===== src/rtl/loader_pkg.sv =====
// Shared definitions for the boot-time program loader: FSM state encoding
// and the error codes reported on err_code.
package loader_pkg;

   typedef enum logic [2:0] {
      LEN  = 3'd0,
      LOAD = 3'd1,
      CSUM = 3'd2,
      RUN  = 3'd3,
      ERR  = 3'd4
   } state_t;

   localparam logic [1:0] ERR_NONE    = 2'd0;
   localparam logic [1:0] ERR_CSUM    = 2'd1;
   localparam logic [1:0] ERR_LEN     = 2'd2;
   localparam logic [1:0] ERR_TIMEOUT = 2'd3;

endpackage


===== src/rtl/loader_timeout.sv =====
// Idle-cycle watchdog: counts enabled cycles without a clear and flags the
// cycle that would be the TIMEOUT_CYC-th idle one. TIMEOUT_CYC=0 disables it.
module loader_timeout #(
   parameter int TIMEOUT_CYC = 1024
) (
   input  logic clk,
   input  logic reset,
   input  logic clr,
   input  logic en,
   output logic expired
);

   generate
      if (TIMEOUT_CYC == 0) begin : g_off
         assign expired = 1'b0;
      end else begin : g_on
         localparam int W = (TIMEOUT_CYC > 1) ? $clog2(TIMEOUT_CYC) : 1;
         localparam logic [W-1:0] LAST = W'(TIMEOUT_CYC - 1);

         logic [W-1:0] count;

         // expired marks the last allowed idle cycle, so the FSM leaves on the
         // same edge at which the count would reach TIMEOUT_CYC.
         assign expired = en && (count == LAST);

         always_ff @(posedge clk or negedge reset) begin
            if (!reset) begin
               count <= '0;
            end else if (clr || !en) begin
               count <= '0;
            end else if (!expired) begin
               count <= count + 1'b1;
            end
         end
      end
   endgenerate

endmodule


===== src/rtl/program_loader.sv =====
// Boot loader: receives length, program bytes and checksum over valid/ready,
// writes the bytes to instruction memory and releases the core on a good sum.
module program_loader
   import loader_pkg::*;
#(
   parameter int PROG_DEPTH  = 256,
   parameter int TIMEOUT_CYC = 1024
) (
   input  logic       clk,
   input  logic       reset,
   input  logic       in_valid,
   input  logic [7:0] in_data,
   output logic       in_ready,
   input  logic       reload,
   output logic       imem_we,
   output logic [7:0] imem_addr,
   output logic [7:0] imem_wdata,
   output logic       cpu_run,
   output logic       busy,
   output logic       err,
   output logic [1:0] err_code,
   output logic [8:0] loaded_len
);

   localparam logic [8:0] DEPTH_L = 9'(PROG_DEPTH);

   state_t     state, state_nxt;
   logic [1:0] code_nxt;
   logic [8:0] cnt;
   logic [7:0] sum;
   logic [8:0] len_in;
   logic       accept;
   logic       expired;

   assign in_ready = (state == LEN) || (state == LOAD) || (state == CSUM);
   assign busy     = (state == LOAD) || (state == CSUM);
   assign cpu_run  = (state == RUN);
   assign err      = (state == ERR);
   assign accept   = in_valid && in_ready;
   // A length byte of zero encodes the full 256-word program.
   assign len_in   = (in_data == 8'd0) ? 9'd256 : {1'b0, in_data};

   loader_timeout #(
      .TIMEOUT_CYC(TIMEOUT_CYC)
   ) u_timeout (
      .clk    (clk),
      .reset  (reset),
      .clr    (accept),
      .en     (busy),
      .expired(expired)
   );

   always_ff @(posedge clk or negedge reset) begin
      if (!reset) begin
         state    <= LEN;
         err_code <= ERR_NONE;
      end else begin
         state    <= state_nxt;
         err_code <= code_nxt;
      end
   end

   always_comb begin
      // NOTE: every output of this block is defaulted first so no path through
      // the case statement can leave a variable unassigned and infer a latch.
      state_nxt = state;
      code_nxt  = err_code;
      unique case (state)
         LEN: begin
            if (accept) begin
               if (len_in > DEPTH_L) begin
                  state_nxt = ERR;
                  code_nxt  = ERR_LEN;
               end else begin
                  state_nxt = LOAD;
               end
            end
         end
         LOAD: begin
            // An accept in the expiring cycle still counts as a live stream.
            if (accept) begin
               if (cnt == loaded_len - 9'd1) state_nxt = CSUM;
            end else if (expired) begin
               state_nxt = ERR;
               code_nxt  = ERR_TIMEOUT;
            end
         end
         CSUM: begin
            if (accept) begin
               if (in_data == sum) begin
                  state_nxt = RUN;
               end else begin
                  state_nxt = ERR;
                  code_nxt  = ERR_CSUM;
               end
            end else if (expired) begin
               state_nxt = ERR;
               code_nxt  = ERR_TIMEOUT;
            end
         end
         RUN: begin
            if (reload) state_nxt = LEN;
         end
         ERR: begin
            if (reload) begin
               state_nxt = LEN;
               code_nxt  = ERR_NONE;
            end
         end
         default: begin
            state_nxt = LEN;
            code_nxt  = ERR_NONE;
         end
      endcase
   end

   // NOTE: sequential state is updated with non-blocking assignments so every
   // register samples the pre-edge values regardless of statement order.
   always_ff @(posedge clk or negedge reset) begin
      if (!reset) begin
         cnt        <= '0;
         sum        <= '0;
         loaded_len <= '0;
         imem_we    <= 1'b0;
         imem_addr  <= '0;
         imem_wdata <= '0;
      end else begin
         imem_we <= 1'b0;
         if (accept && (state == LEN)) begin
            loaded_len <= len_in;
            cnt        <= '0;
            sum        <= '0;
         end
         if (accept && (state == LOAD)) begin
            imem_we    <= 1'b1;
            imem_addr  <= cnt[7:0];
            imem_wdata <= in_data;
            sum        <= sum + in_data;
            cnt        <= cnt + 9'd1;
         end
      end
   end

endmodule


===== config.mk =====
export PLATFORM = sky130hd
export DESIGN_NAME = program_loader
export DESIGN_NICKNAME = d
export VERILOG_FILES = /design/src/rtl/loader_pkg.sv /design/src/rtl/loader_timeout.sv /design/src/rtl/program_loader.sv
export SDC_FILE = /design/constraint.sdc
export NUM_CORES = 1
export LEC_CHECK = 0
export ABC_AREA = 1
export ABC_CLOCK_PERIOD_IN_PS = 1800
export CAP_MARGIN = 20
export CELL_PAD_IN_SITES_DETAIL_PLACEMENT = 1
export CELL_PAD_IN_SITES_GLOBAL_PLACEMENT = 2
export CORE_ASPECT_RATIO = 0.75
export CORE_MARGIN = 1.5
export CORE_UTILIZATION = 32
export DETAILED_ROUTE_END_ITERATION = 6
export HOLD_SLACK_MARGIN = 0.15
export PLACE_DENSITY = 0.91
export SYNTH_ARGS = -nofsm -noshare
export SYNTH_HDL_FRONTEND = slang
export SYNTH_SLANG_ARGS = --single-unit

===== constraint.sdc =====
create_clock -name clk -period 1.8 [get_ports clk]
set_clock_uncertainty 0.05 [all_clocks]
set_input_delay 0.18 -clock clk [delete_from_list [all_inputs] [get_ports clk]]
set_output_delay 0.18 -clock clk [all_outputs]
set_load 0.02 [all_outputs]

=== Word level (Yosys, flattened, before mapping) ===
Cells that the tools add are included.

* Word-level logic and storage cells: 70
* Bits in registers: 58

* Equal/unequal tests: 15
* Muxes and demuxes: 25
* Reductions and logical operators: 15
* $lt $le $gt $ge: 1
* Bitwise logic cells: 1
* Add/subtract/negate cells: 4

{| class="wikitable"
|+ Operator list
! cell !! count
|-
| 2-to-1 mux 9 bit || 3
|-
| 2-to-1 mux 3 bit || 8
|-
| 2-to-1 mux 10 bit || 2
|-
| 2-to-1 mux 8 bit || 2
|-
| 2-to-1 mux 2 bit || 7
|-
| case mux 3 bit (4 select lines) || 1
|-
| adder 10 x 1 -> 10 bit (second input constant) || 1
|-
| equality test 10 bit (second input constant) || 1
|-
| case mux 2 bit (5 select lines) || 1
|-
| adder 9 x 1 -> 9 bit (second input constant) || 1
|-
| equality test 9 bit || 1
|-
| greater-than comparator 9 bit (second input constant) || 1
|-
| subtractor 9 x 1 -> 9 bit (second input constant) || 1
|-
| adder 8 bit || 1
|-
| equality test 8 bit || 1
|-
| logical NOT 8 bit || 1
|-
| equality test 3 x 2 -> 1 bit (second input constant) || 2
|-
| inequality test 2 x 1 -> 1 bit (second input constant) || 3
|-
| inequality test 2 bit (second input constant) || 3
|-
| AND reduction 6 bit || 1
|-
| logical AND 1 bit || 4
|-
| logical OR 1 bit || 4
|-
| equality test 3 x 1 -> 1 bit (second input constant) || 1
|-
| equality test 3 bit (second input constant) || 1
|-
| other kinds (9) || 9
|}

=== Depth between registers and ports, before layout ===
Gate-level depths: netlist of run 1.

* Word-level depth: 7
* Depth in mapped cells: 14

=== By module ===
A second synthesis of run 1 with hierarchy kept.

* Cell total of the unflattened synthesis: 437
* Area total of the unflattened synthesis: 3357.0 sq um

{| class="wikitable"
|+ Modules (own cells, without submodules)
! module !! cells an instance !! area each (sq um) !! times used
|-
| program_loader || 353 || 2725.1 || 1
|-
| loader_timeout || 84 || 631.9 || 1
|}

=== Least setup slack after synthesis of run 1 ===
No wires, ideal clock.

* Path kind: reg-to-reg
* Start: register loaded_len[0]
* End: register state[0]
* Data arrival time: 1603 ps
* Clock period less this slack: 1769 ps
* Slack: 31 ps
* Required time: 1633 ps
* Library setup time: 117 ps
* Stages on the path, launching flop included: 13
* Cells stage by stage: dfrtp_1 -> inv_1 -> ha_1 -> xor2_1 -> nand2_1 -> nor2_1 -> nand3_1 -> nor2_1 -> nand2_1 -> nand2_1 -> nand2_1 -> nand2_1 -> nand2_1

* Word-level cells in the longest chain between the ends: 4

{| class="wikitable"
|+ Ends and longest elaborated chain
! element !! line !! text
|-
| from (decl) || program_loader.sv:22 || <nowiki>output logic [8:0] loaded_len</nowiki>
|-
| from (signal assigned) || program_loader.sv:130 || <nowiki>loaded_len <= len_in;</nowiki>
|-
| subtractor 9 x 1 -> 9 bit || program_loader.sv:82 || <nowiki>if (cnt == loaded_len - 9'd1) state_nxt = CSUM;</nowiki>
|-
| equality test 9 bit || program_loader.sv:82 ||
|-
| inequality test 3 x 2 -> 1 bit (no line) || - ||
|-
| AND reduction 3 bit (no line) || - ||
|-
| to (signal assigned) || program_loader.sv:58 || <nowiki>state <= state_nxt;</nowiki>
|-
| to (decl) || program_loader.sv:27 || <nowiki>state_t state, state_nxt;</nowiki>
|}

No other way between the ends.
A chain may end at the register's enable or synchronous reset.

=== Worst setup path in the final report of run 1 ===
* Start: input in_data[1]
* End: register sum[6]

* Word-level cells in the longest chain between the ends: 2

{| class="wikitable"
|+ Ends and longest elaborated chain
! element !! line !! text
|-
| from (decl) || program_loader.sv:12 || <nowiki>input logic [7:0] in_data,</nowiki>
|-
| adder 8 bit || program_loader.sv:138 || <nowiki>sum <= sum + in_data;</nowiki>
|-
| 2-to-1 mux 8 bit || program_loader.sv:134 || <nowiki>if (accept && (state == LOAD)) begin</nowiki>
|-
| to (signal assigned) || program_loader.sv:138 ||
|-
| to (decl) || program_loader.sv:30 || <nowiki>logic [7:0] sum;</nowiki>
|}

No other way between the ends.

==> impl_metrics.env, run 1 <==
export IMPL_p_total_mw=7.212
export IMPL_critPathLaunchType="input pin"
export IMPL_final_layout_size_suffix_gt1_share_pct=21.51
export IMPL_start_util_pct=33.11
export IMPL_syn_cell_area_um2=3223
export IMPL_place_area_um2=4018
export IMPL_vias=3074
export IMPL_ys_types=35
export IMPL_hold_path_class="in2async"
export IMPL_cp_required_ns=2.02
export IMPL_core_area_um2=9736
export IMPL_ant_nets=0
export IMPL_clk_latency_ns=0.34
export IMPL_crit_type="in2reg"
export IMPL_status="completed"
export IMPL_setup_violations=0
export IMPL_postSynthAreaPerCell_um2=7.880
export IMPL_grt_use_total_pct=18.58
export IMPL_row_count=31
export IMPL_fin_nets=520
export IMPL_layout_setup_ws_ns=0.04404
export IMPL_finalHoldViolations=0
export IMPL_drt_iter0_markers=217
export IMPL_finalCritPeriodShare_pct=97.55
export IMPL_worstPathArrival_ns=1.98
export IMPL_rr_startpoint="loaded_len[0]"
export IMPL_critical_path_max_fanout=3
export IMPL_die_w_um=118.9
export IMPL_yosysMostFrequentCell="nand2_1"
export IMPL_fmax_mhz=569.5
export IMPL_cts_tree="done"
export IMPL_final_area_um2=4538
export IMPL_min_period_ns=1.756
export IMPL_drc=0
export IMPL_synth_area_leaders="dfrtp_1, nand2_1, nand3_1, inv_1, nor2_1"
export IMPL_powerDensity_nw_per_um2=1589
export IMPL_die_y_um=89.92
export IMPL_rsz0062_at_grt="true"
export IMPL_clock_path_buffers=2
export IMPL_root_buffer="clkbuf_16"
export IMPL_grt_max_degree=59
export IMPL_grt_pass1_vias=3178
export IMPL_ir_drop_v=0.0006639
export IMPL_slew_violations=0
export IMPL_cts_sinks=58
export IMPL_synthTopCellsByCount="nand2_1, dfrtp_1, inv_1"
export IMPL_ioPinCount=44
export IMPL_die_area_um2=10690
export IMPL_place_hpwl_um=6794
export IMPL_antenna_cells=0
export IMPL_totalWireLength_um=9782
export IMPL_grt_overflow=0
export IMPL_synthToLayoutAreaGrowth_pct=40.80
export IMPL_reg2regPathDepth=12
export IMPL_slew_headroom_pct=71.63
export IMPL_cp_end_kind="flop"
export IMPL_worstMarginPinSlew_ns=0.4222
export IMPL_synth_area_leader_cell="dfrtp_1"
export IMPL_vias_per_cell=4.849
export IMPL_syn_nets=432
export IMPL_r2r_setup_slack_ns=0.05
export IMPL_cts_buffers=9
export IMPL_dr_pass1_iters=4
export IMPL_yosys_warnings=0
export IMPL_setup_worst_path_start="in_data[1]"
export IMPL_antenna_found_initial=0
export IMPL_drv_cap=0
export IMPL_io_buffers=43
export IMPL_ys_seq_area_share_pct=45.03
export IMPL_synth_top_area_share_pct=45.03
export IMPL_endpoint="sum[6]"
export IMPL_r2r_end="state[0]"
export IMPL_pre_cts_ws_ns=-0.2814
export IMPL_syn_inst=409
export IMPL_synthArstFlopShare_pct=100.0
export IMPL_ctsHtreeMaxLevel=3
export IMPL_grt_pass1_wl_um=15660
export IMPL_ys_flop_type="dfrtp_1"
export IMPL_gp_congestion=0.7981
export IMPL_avgRoutedWirePerCell_um=15.43
export IMPL_clk_pin_slew_ns=0.05
export IMPL_p_leak_nw=2.155
export IMPL_synth_seq_cells=58
export IMPL_synth_edf_count=0
[per-stage QoR]
step / hold slack [ns] / std cells / setup TNS (ns) / util, %
global route: 0.3713 / 634 / -0.2762 / 46.61
CTS: 0.3509 / 628 / 0 / 45.17
finish: 0.3254 / 634 / 0 / 46.61
detailed placement: 0.1645 / 606 / -1.724 / 41.27
floorplan: -0.1656 / 409 / 0 / -
global placement: 0.1667 / 606 / -1.345 / 41.27
[layout make-up]
cell class                 count  area [um^2]
clock buffer                  14        264.0
timing repair buffer          86        775.7
fill                        1169         5197
tap                          132        165.2
sequential                    58         1454
inverter                      51        191.4
multi-input combinational    291         1653
clock inverter                 2        35.03
[cells by family after synthesis]
kind of cell | count (synthesis) | share of synthesized area (%)
fa+ha+maj | 11 | 4.503
simple gates | 194 | 26.75
xor+xnor | 11 | 3.416
compound gates | 75 | 12.69
buf+inv | 60 | 7.609
flops | 58 | 45.03
[routing by layer]
layer	GRT usage (%)	wire length [um]	share of wire (%)
met2	29.17	4660	48
met3	5.140	357	3.6
met1	25.74	4664	48
met4	3.916	99	1.0
met5	0	0	0
[layout by cell type, fill, tap and decap left out, types with 3 or more instances in the layout]
cell type	Yosys	layout
a21oi_1	18	16
a21oi_2	1	3
buf_4	0	39
clkbuf_1	3	3
clkbuf_16	0	9
clkdlybuf4s50_1	0	38
dfrtp_1	58	56
dlygate4sd2_1	0	3
ha_1	10	5
ha_4	0	4
inv_1	41	38
inv_2	10	13
nand2_1	96	92
nand2_2	2	5
nand2_4	2	3
nand3_1	36	33
nand3_2	1	3
nand4_1	3	3
nor2_1	38	33
nor2_2	5	9
nor3_1	7	6
o21ai_0	19	17
o21ai_1	27	28
xnor2_1	4	4
xor2_1	6	6
[timing repair]
action | in CTS | in global routing
pin swaps | 6 | 10
hold buffers | 1 | 0
endpoints found under the setup margin | 10 | 13
buffers inserted | 5 | 6
hold endpoints to repair | 58 | 0
resized for setup | 14 | 28
[how the worst min path moves through the flow]
stage	slack, ns	startpoint	endpoint
after global placement	0.17	reset	u_timeout.g_on.count[6]
final	0.33	reset	u_timeout.g_on.count[8]
after CTS	0.35	reset	u_timeout.g_on.count[8]
after detailed placement	0.16	reset	u_timeout.g_on.count[6]
after floorplan	-0.17	reset	cnt[0]
after global routing	0.37	reset	u_timeout.g_on.count[8]
[report_power, final]
| group | switching, mW | leakage [nW] | internal (mW) |
|---|---|---|---|
| clock | 0.603 | 0.147 | 1.15 |
| combinational | 1.95 | 1.24 | 1.50 |
| sequential | 0.348 | 0.766 | 1.66 |
| total | 2.90 | 2.16 | 4.31 |
[worst max-delay path, stage by stage]
cell             delay [ns]
clkdlybuf4s50_1        0.51
buf_4                  0.20
fa_2                   0.43
nand3_2                0.08
nand3_2                0.08
a21oi_2                0.12
o21bai_1               0.10
a21oi_1                0.14
o21ai_1                0.07
nand2_1                0.06
[registers in the layout, indices dropped and copies added, names as in the netlist]
register,count
cnt,9
imem_addr,8
err_code,2
sum,8
loaded_len,9
u_timeout.g_on.count,10
state,3
imem_wdata,8
imem_we,1
Power figures use the tool's default switching activity.
==> run 2: changes to the inputs <==
- MAX_ROUTING_LAYER: default -> met4
==> run 2 against run 1 <==
Cell count did not move. Worst hold slack barely moved. Clock power barely moved.
==> impl_metrics.env, run 2 (synthesis gave the netlist of run 1 again) <==
export IMPL_fmax_mhz=569.2
export IMPL_worstPathArrival_ns=1.98
export IMPL_critPathMaxStageDelay_ns=0.51
export IMPL_multiInputGateArea_um2=1653
export IMPL_powerDensity_nw_per_um2=1589
export IMPL_setup_violations=0
export IMPL_ir_drop_v=0.0006641
export IMPL_clk_latency_ns=0.34
export IMPL_power_frac_seq_pct=27.9
export IMPL_row_count=31
export IMPL_antenna_cells=0
export IMPL_r2r_setup_slack_ns=0.05
export IMPL_ctsHtreeMaxLevel=3
export IMPL_largest_reg_flops=10
export IMPL_max_flop_register="u_timeout.g_on.count"
export IMPL_finalHoldViolations=0
export IMPL_synthToLayoutAreaGrowth_pct=40.80
export IMPL_clock_path_buffers=2
export IMPL_ioPinCount=44
export IMPL_crit_type="in2reg"
export IMPL_drt_iter0_markers=192
export IMPL_drv_cap=0
export IMPL_p_leak_nw=2.155
export IMPL_cts_sinks=58
export IMPL_io_buffers=43
export IMPL_grt_pass1_vias=3180
export IMPL_cp_slowest_cell="clkdlybuf4s50_1"
export IMPL_grt_pass1_wl_um=15670
export IMPL_grt_max_degree=59
export IMPL_cts_buffers=9
export IMPL_worstMarginPinSlew_ns=0.4111
export IMPL_status="completed"
export IMPL_core_area_um2=9736
export IMPL_final_layout_size_suffix_gt1_share_pct=21.51
export IMPL_die_area_um2=10690
export IMPL_critPathLaunchType="input pin"
export IMPL_drc=0
export IMPL_hold_path_class="in2async"
export IMPL_totalWireLength_um=9805
export IMPL_fin_nets=520
export IMPL_fin_util_pct=46.61
export IMPL_grt_use_total_pct=19.14
export IMPL_die_y_um=89.92
export IMPL_netSwitchingFraction_pct=40.28
export IMPL_slew_violations=0
export IMPL_dr_pass1_iters=4
export IMPL_die_w_um=118.9
export IMPL_root_buffer="clkbuf_16"
export IMPL_final_area_um2=4538
export IMPL_place_hpwl_um=6794
export IMPL_antenna_found_initial=0
export IMPL_hold_slack_ns=0.3256
export IMPL_crit_chain="clkdlybuf4s50_1 > buf_4 > fa_2 > nand3_2 > nand3_2 > a21oi_2 > o21bai_1 > a21oi_1 > o21ai_1 > nand2_1"
export IMPL_rsz0062_at_grt="true"
export IMPL_layout_commonest_cell="nand2_1"
export IMPL_grt_overflow=0
export IMPL_p_sw_mw=2.905
export IMPL_cts_tree="done"
export IMPL_cp_end_kind="flop"
export IMPL_fill_cells=1169
export IMPL_gp_congestion=0.8095
export IMPL_power_frac_comb_pct=47.9
export IMPL_intPower_mw=4.307
export IMPL_area_sequential_um2=1454
export IMPL_clk_pin_slew_ns=0.05
export IMPL_place_area_um2=4018
export IMPL_cp_required_ns=2.02
export IMPL_ant_nets=0
export IMPL_start_util_pct=33.11
export IMPL_avgRoutedWirePerCell_um=15.47
export IMPL_min_period_ns=1.757
export IMPL_critical_path_max_fanout=3
export IMPL_cp_common_cell="nand3_2"
export IMPL_slew_headroom_pct=72.38
export IMPL_clkPwrFrac_pct=24.2
export IMPL_mostFrequentLayoutCells="nand2_1, dfrtp_1, buf_4"
export IMPL_vias_per_cell=4.866
export IMPL_largest_registers="u_timeout.g_on.count (10), cnt (9), loaded_len (9)"
export IMPL_finalCritPeriodShare_pct=97.60
export IMPL_vias=3085
[run 2: cell counts in the layout (fill, tap and decap cells not counted)]
No cell type changed its count.
[run 2: final timing paths]
path	from	end	cells past startpoint
setup / recovery	in_data[1]	sum[6]	10
hold / removal	reset	u_timeout.g_on.count[8]	3
setup reg to reg	loaded_len[0]	state[0]	12
hold reg to reg	imem_addr[0]	imem_addr[0]	2
max in group asynchronous	reset	loaded_len[6]	3
min in group clk	imem_addr[0]	imem_addr[0]	2
[run 2: power groups by stage]
stage,Sequential [mW],Clock [mW],Combinational [mW]
after CTS,2.01,1.77,3.30
after detailed placement,2.02,0,3.20
after floorplan,2.21,0,1.64
after global placement,2.01,0,3.08
final,2.01,1.74,3.45
after global routing,2.08,1.83,3.83
[run 2: cell type report]
type | instances | share of cell area (%)
well taps | 132 | 3.639
multi-input cells | 291 | 36.42
inverters | 51 | 4.218
flip-flops and latches | 58 | 32.04
clock inverters | 2 | 0.7720
repair buffers | 86 | 17.09
clock buffers | 14 | 5.817
[run 2: worst max-delay path: cells and delay by family]
| family | cells | cell delay (ns) |
|---|---|---|
| adder cells (fa/ha/maj) | 1 | 0.43 |
| AO/OA/AOI/OAI | 4 | 0.43 |
| AND/OR/NAND/NOR | 3 | 0.22 |
| buffers and inverters | 2 | 0.71 |
[run 2: metal layers]
metal / vias to the layer above / share of wire [%] / GRT usage (%) / wire, um
li1: 1519 / - / - / -
met1: 1507 / 48 / 25.78 / 4693
met2: 48 / 47 / 29.17 / 4627
met3: 11 / 3.7 / 5.140 / 367
met4: 0 / 1.2 / 3.916 / 117
met5: - / 0 / - / 0
[run 2: per-stage QoR]
stage                     cells  setup WS (ns)  TNS, ns  total power, mW
after floorplan             409        0.03060        0            3.851
after global placement      606        -0.2390   -1.345            5.092
after detailed placement    606        -0.2814   -1.724            5.216
after CTS                   628       0.003977        0            7.083
after global routing        634       -0.09402  -0.2762            7.733
final                       634        0.04320        0            7.211
[run 2: what timing repair did]
action | 4_1_cts | 5_1_grt
buffers inserted | 5 | 6
gates cloned | 0 | 0
pin swaps | 6 | 10
resized for setup | 14 | 28
hold buffers | 1 | 0
hold endpoints to repair | 58 | 0
endpoints found under the setup margin | 10 | 13
